### src/rtl/flags_stack_register.sv
// Status-flags register with per-bit masked update and a LIFO save/restore
// stack for interrupt/call context; flags output lags the live register by one edge.
module flags_stack_register #(
    parameter int                FLAG_W      = 4,
    parameter int                DEPTH       = 4,
    parameter logic [FLAG_W-1:0] RESET_FLAGS = '0
) (
    input  logic                         CLOCK_50,
    input  logic                         RESET,
    input  logic [FLAG_W-1:0]            NZCV,
    input  logic                         CNTRL_update_en,
    input  logic [FLAG_W-1:0]            CNTRL_update_mask,
    input  logic                         CNTRL_push,
    input  logic                         CNTRL_pop,
    input  logic                         CNTRL_err_clr,
    output logic [FLAG_W-1:0]            flags,
    output logic [$clog2(DEPTH+1)-1:0]   stack_count,
    output logic                         stack_full,
    output logic                         stack_empty,
    output logic                         stack_ovf,
    output logic                         stack_unf
);

    localparam int CNT_W = $clog2(DEPTH + 1);
    localparam int IDX_W = (DEPTH > 1) ? $clog2(DEPTH) : 1;

    logic [FLAG_W-1:0] live;
    logic [FLAG_W-1:0] live_nxt;
    logic [FLAG_W-1:0] upd_val;
    logic [FLAG_W-1:0] stack_mem [DEPTH];
    logic [CNT_W-1:0]  count_nxt;
    logic [IDX_W-1:0]  top_idx;
    logic [IDX_W-1:0]  wr_idx;
    logic              wr_en;
    logic              ovf_set;
    logic              unf_set;

    assign stack_full  = (stack_count == CNT_W'(DEPTH));
    assign stack_empty = (stack_count == '0);
    assign top_idx     = IDX_W'(stack_count - 1'b1);
    assign upd_val     = (live & ~CNTRL_update_mask) | (NZCV & CNTRL_update_mask);

    always_comb begin
        // NOTE: every output of this block gets a default first so no path can infer a latch.
        live_nxt  = CNTRL_update_en ? upd_val : live;
        count_nxt = stack_count;
        wr_en     = 1'b0;
        wr_idx    = top_idx;
        ovf_set   = 1'b0;
        unf_set   = 1'b0;

        if (CNTRL_push && CNTRL_pop && !stack_empty) begin
            // Exchange: top and live swap places, update is dropped.
            wr_en    = 1'b1;
            live_nxt = stack_mem[top_idx];
        end else if (CNTRL_push) begin
            if (stack_full) begin
                ovf_set = 1'b1;
            end else begin
                wr_en     = 1'b1;
                wr_idx    = IDX_W'(stack_count);
                count_nxt = stack_count + 1'b1;
            end
        end else if (CNTRL_pop) begin
            if (stack_empty) begin
                unf_set = 1'b1;
            end else begin
                live_nxt  = stack_mem[top_idx];
                count_nxt = stack_count - 1'b1;
            end
        end
    end

    // NOTE: stack contents carry no reset; only the count decides which entries are valid.
    always_ff @(posedge CLOCK_50) begin
        if (wr_en && !RESET)
            stack_mem[wr_idx] <= live;
    end

    // NOTE: non-blocking assignments so flags samples the old live value on the same edge.
    always_ff @(posedge CLOCK_50 or posedge RESET) begin
        if (RESET) begin
            live        <= RESET_FLAGS;
            flags       <= RESET_FLAGS;
            stack_count <= '0;
            stack_ovf   <= 1'b0;
            stack_unf   <= 1'b0;
        end else begin
            live        <= live_nxt;
            flags       <= live;
            stack_count <= count_nxt;

            if (ovf_set)
                stack_ovf <= 1'b1;
            else if (CNTRL_err_clr)
                stack_ovf <= 1'b0;

            if (unf_set)
                stack_unf <= 1'b1;
            else if (CNTRL_err_clr)
                stack_unf <= 1'b0;
        end
    end

endmodule

### config.mk
export PLATFORM = sky130hd
export DESIGN_NAME = flags_stack_register
export DESIGN_NICKNAME = d
export VERILOG_FILES = /design/src/rtl/flags_stack_register.sv
export SDC_FILE = /design/constraint.sdc
export NUM_CORES = 1
export LEC_CHECK = 0
export BUFFER_PORTS_ARGS = -buffer_cell sky130_fd_sc_hd__buf_2
export CORE_MARGIN = 8
export CORE_UTILIZATION = 30
export CTS_CLUSTER_DIAMETER = 40
export DETAILED_ROUTE_END_ITERATION = 12
export GPL_TIMING_DRIVEN = 0
export SYNTH_ARGS = -nofsm -noshare
export SYNTH_HDL_FRONTEND = slang
export SYNTH_SLANG_ARGS = --single-unit
export TNS_END_PERCENT = 50
### constraint.sdc
create_clock -name CLOCK_50 -period 2.2 [get_ports CLOCK_50]
set_input_delay 0.11 -clock CLOCK_50 [delete_from_list [all_inputs] [get_ports CLOCK_50]]
set_output_delay 0.11 -clock CLOCK_50 [all_outputs]
set_load 0.02 [all_outputs]
==> flow_metrics.env <==
export IMPL_status="finished, final reports clean"
export IMPL_rsz0062_at_grt="no"
export IMPL_finalWeightedCongestion=0.741
export IMPL_timing_critical_path_required_ns=2.16
export IMPL_cts_root_buf="sky130_fd_sc_hd__clkbuf_8"
export IMPL_synthTopCellsByArea="sky130_fd_sc_hd__edfxtp_1, sky130_fd_sc_hd__dfrtp_1, sky130_fd_sc_hd__mux4_2"
export IMPL_route_detailed_drc=0
export IMPL_floorplan_rows=24
export IMPL_timing_critical_path_cells="buf_6, clkinvlp_4, ha_2, nor2b_4, nor2b_2, buf_6, nand3b_2, mux2i_4"
export IMPL_ff2ff_setup_slack_ns=0.13
export IMPL_synthCells=99
export IMPL_die_area_um2=6860
export IMPL_fin_worst_skew_ns=0.00618
export IMPL_transition_at_the_pin_with_the_smallest_max_transition_slack_ns=0.560
export IMPL_normalized_max_slew_margin_pct=62.6
export IMPL_postSynth_topFlopCell="sky130_fd_sc_hd__edfxtp_1"
export IMPL_hold_viol=0
export IMPL_cts_htree_levels=2
export IMPL_regToRegStartpoint="stack_count[0]"
export IMPL_tritoncts="built"
export IMPL_whs_endpoint="stack_ovf"
export IMPL_netlist_area_leader_share_pct=35.9
export IMPL_multiInputGateArea_um2=524
export IMPL_worst_r2r_cell_count=8
export IMPL_sequential_cell_area_um2=806
export IMPL_syn_area_um2=1340
export IMPL_timing_final_crit_period_ns=2.07
export IMPL_clock_tree_buffer_depth=2
export IMPL_critical_path_slowest_cell="sky130_fd_sc_hd__dfrtp_1"
export IMPL_tritoncts_num_sinks=29
export IMPL_yosys_register_bits=29
export IMPL_min_delay_path_class="input port to flop"
export IMPL_grt_antenna_before_repair=0
export IMPL_overflow=0
export IMPL_groute_usage_overall_pct=8.54
export IMPL_avgSynthCellArea_um2=13.5
export IMPL_drt_first_iter_violations=65
export IMPL_ys_async_sr_fraction_pct=44.8
export IMPL_dpl_hpwl_um=2060
export IMPL_io_pin_count=25
export IMPL_power_density_nw_per_um2=1420
export IMPL_die_x_um=82.8
export IMPL_max_freq_mhz=484
export IMPL_ant_nets=0
export IMPL_number_of_diodes=0
export IMPL_cp_buffers_inverters=3
export IMPL_clkLatencyLatePin_ns=0.28
export IMPL_synth_nets=116
export IMPL_setup_viol=0
export IMPL_worst_path_maximum_fanout=10
export IMPL_yosysWarningCount=0
export IMPL_dr_wl_met3_um=158
export IMPL_synth_edff_count=16
export IMPL_io_buffer_count=23
export IMPL_timing_worst_setup_path_type="flop to flop"
export IMPL_drt_met1_wl_um=1320
export IMPL_nFillCells=449
export IMPL_totalWireLength_um=2880
export IMPL_core_um2=4320
export IMPL_worstHoldPathCells=2
export IMPL_leakage_power_figure_nw=0.706
export IMPL_drt_pre_antenna_iters=2
export IMPL_design_final_nets=148
export IMPL_critical_path_most_common_cell="sky130_fd_sc_hd__buf_6"
export IMPL_finalMaxSlewViolations=0
export IMPL_critical_path_reg2reg_endpoint="stack_mem[2][2]"
export IMPL_max_cap_violations=0
export IMPL_cts_buffers=5
export IMPL_ir_drop_v=0.000706
export IMPL_place_inst=174
export IMPL_top_signal_layer_used="met4"
export IMPL_end_kind="flop"
export IMPL_viasPerCell=4.73
export IMPL_drive_above_1_share_pct=39.4
export IMPL_total_met2_wirelength_after_detailed_routing_um=1370
export IMPL_layout_area_overhead_vs_synth_pct=26.9
export IMPL_finish_utilization_pct=39.3
export IMPL_grt_pass1_wl_um=4740
export IMPL_clk_pin_slew_worst_paths_ns=0.06
export IMPL_synth_top_area_cell="sky130_fd_sc_hd__edfxtp_1"
export IMPL_detailroute_via_count=870
export IMPL_post_drt_wl_per_cell_um=15.6
export IMPL_critPathMaxStageDelay_ns=0.39
export IMPL_instances_no_fill=184
export IMPL_top_count_cell_post_synth="sky130_fd_sc_hd__edfxtp_1"
export IMPL_first_global_vias=973
export IMPL_final_min_period_over_clock_period_pct=93.9
export IMPL_cp_top_family="buffers and inverters"
export IMPL_cp_data_arrival_time_ns=2.02
export IMPL_synth_top_cells_by_count="sky130_fd_sc_hd__edfxtp_1, sky130_fd_sc_hd__dfrtp_1, sky130_fd_sc_hd__nand2_1, sky130_fd_sc_hd__mux2i_1, sky130_fd_sc_hd__inv_1"
export IMPL_grt_start_max_net_pins=14
export IMPL_totalPowerFinal_mw=2.42
export IMPL_ys_types=30
export IMPL_initial_utilization_pct=31.0
export IMPL_timing_hold_worst_start="CNTRL_err_clr"
export IMPL_die_height_um=82.8
export IMPL_worst_setup_path_start_kind="flop"
export IMPL_yosysSeqAreaShare_pct=60.1
report_power, final:
part	switching, mW	internal (mW)	leakage (nW)	total, mW
Clock	0.197	0.334	0.0528	0.531
Sequential	0.130	0.784	0.307	0.914
Combinational	0.542	0.436	0.346	0.977
Total	0.868	1.55	0.706	2.42
worst max path at each step:
stage / from / end / slack, ns / cells after the start
4_1_cts: stack_count[0] / stack_mem[2][2] / 0.08 / 8
3_5_place_dp: stack_count[0] / stack_mem[0][0] / -0.16 / 8
2_1_floorplan: stack_count[0] / stack_mem[1][0] / 0.04 / 8
5_1_grt: stack_count[0] / stack_mem[2][2] / 0.0006 / 8
3_3_place_gp: stack_count[0] / stack_mem[0][1] / -0.10 / 8
6_report: stack_count[0] / stack_mem[2][2] / 0.13 / 8
sequential cells by signal (all words and copies together) (netlist names):
name	cells
live	4
stack_ovf	1
stack_count	3
stack_mem	16
flags	4
stack_unf	1
cell type report:
cell class / instances / area share (%)
Sequential cell: 29 / 47.4
Multi-Input combinational cell: 58 / 30.8
Timing Repair Buffer: 25 / 7.80
Clock buffer: 6 / 4.27
Tap cell: 52 / 3.83
Clock inverter: 2 / 1.99
Inverter: 8 / 1.99
Buffer: 4 / 1.91
logic make-up (layout without fill, tap and decap cells):
family                     after synthesis  count (layout)  synth area share [%]
DFF                                     29              29                  60.1
and+or+nand+nor                         24              24                  10.6
AOI/OAI and AO/OA                       16              16                  6.91
muxes                                   12              12                  12.7
buffers and inverters                   12              45                  4.67
adders and majority gates                4               4                  3.64
xor gates and xnor gates                 2               2                  1.31
metrics by stage:
stage	instance area [um^2]	setup WS, ns	setup TNS (ns)	hold WS, ns
final	1700	0.134	0	0.0251
after global routing	1700	0.000626	0	0.0295
after CTS	1700	0.0840	0	0.0192
after detailed placement	1520	-0.158	-2.39	0.222
after global placement	1520	-0.103	-1.38	0.203
after floorplan	1340	0.0417	0	-0.0130
routing by layer:
| metal | global-route usage [%] | vias up |
|---|---|---|
| met3 | 3.52 | 3 |
| met1 | 10.4 | 418 |
| met2 | 13.0 | 26 |
| li1 | - | 423 |
| met5 | 0 | - |
| met4 | 3.35 | 0 |
repair_timing:
item	CTS	global route
resized for setup	10	0
endpoints found under the setup margin	16	0
buffers inserted	1	0
hold endpoints to repair	13	0
hold buffers	1	0
layout by cell type, fill, tap and decap left out, drive strengths merged:
cell	synthesis	layout
a31oi	1	1
dlygate4sd3	0	1
maj3	1	1
nor2	2	2
nand4	2	2
a32oi	1	1
mux2i	8	8
o221ai	1	1
a21oi	5	5
and3b	1	1
ha	3	3
inv	8	7
mux4	4	4
clkinv	0	1
edfxtp	16	16
nor2b	4	4
dfrtp	13	13
xnor2	2	2
nand2	11	11
nand3	2	2
nand3b	1	1
nand2b	1	1
clkbuf	0	6
o21ai	7	7
buf	4	28
bufinv	0	1
o32ai	1	1
clkinvlp	0	1
Note: power is estimated with default switching activity, not from simulation.
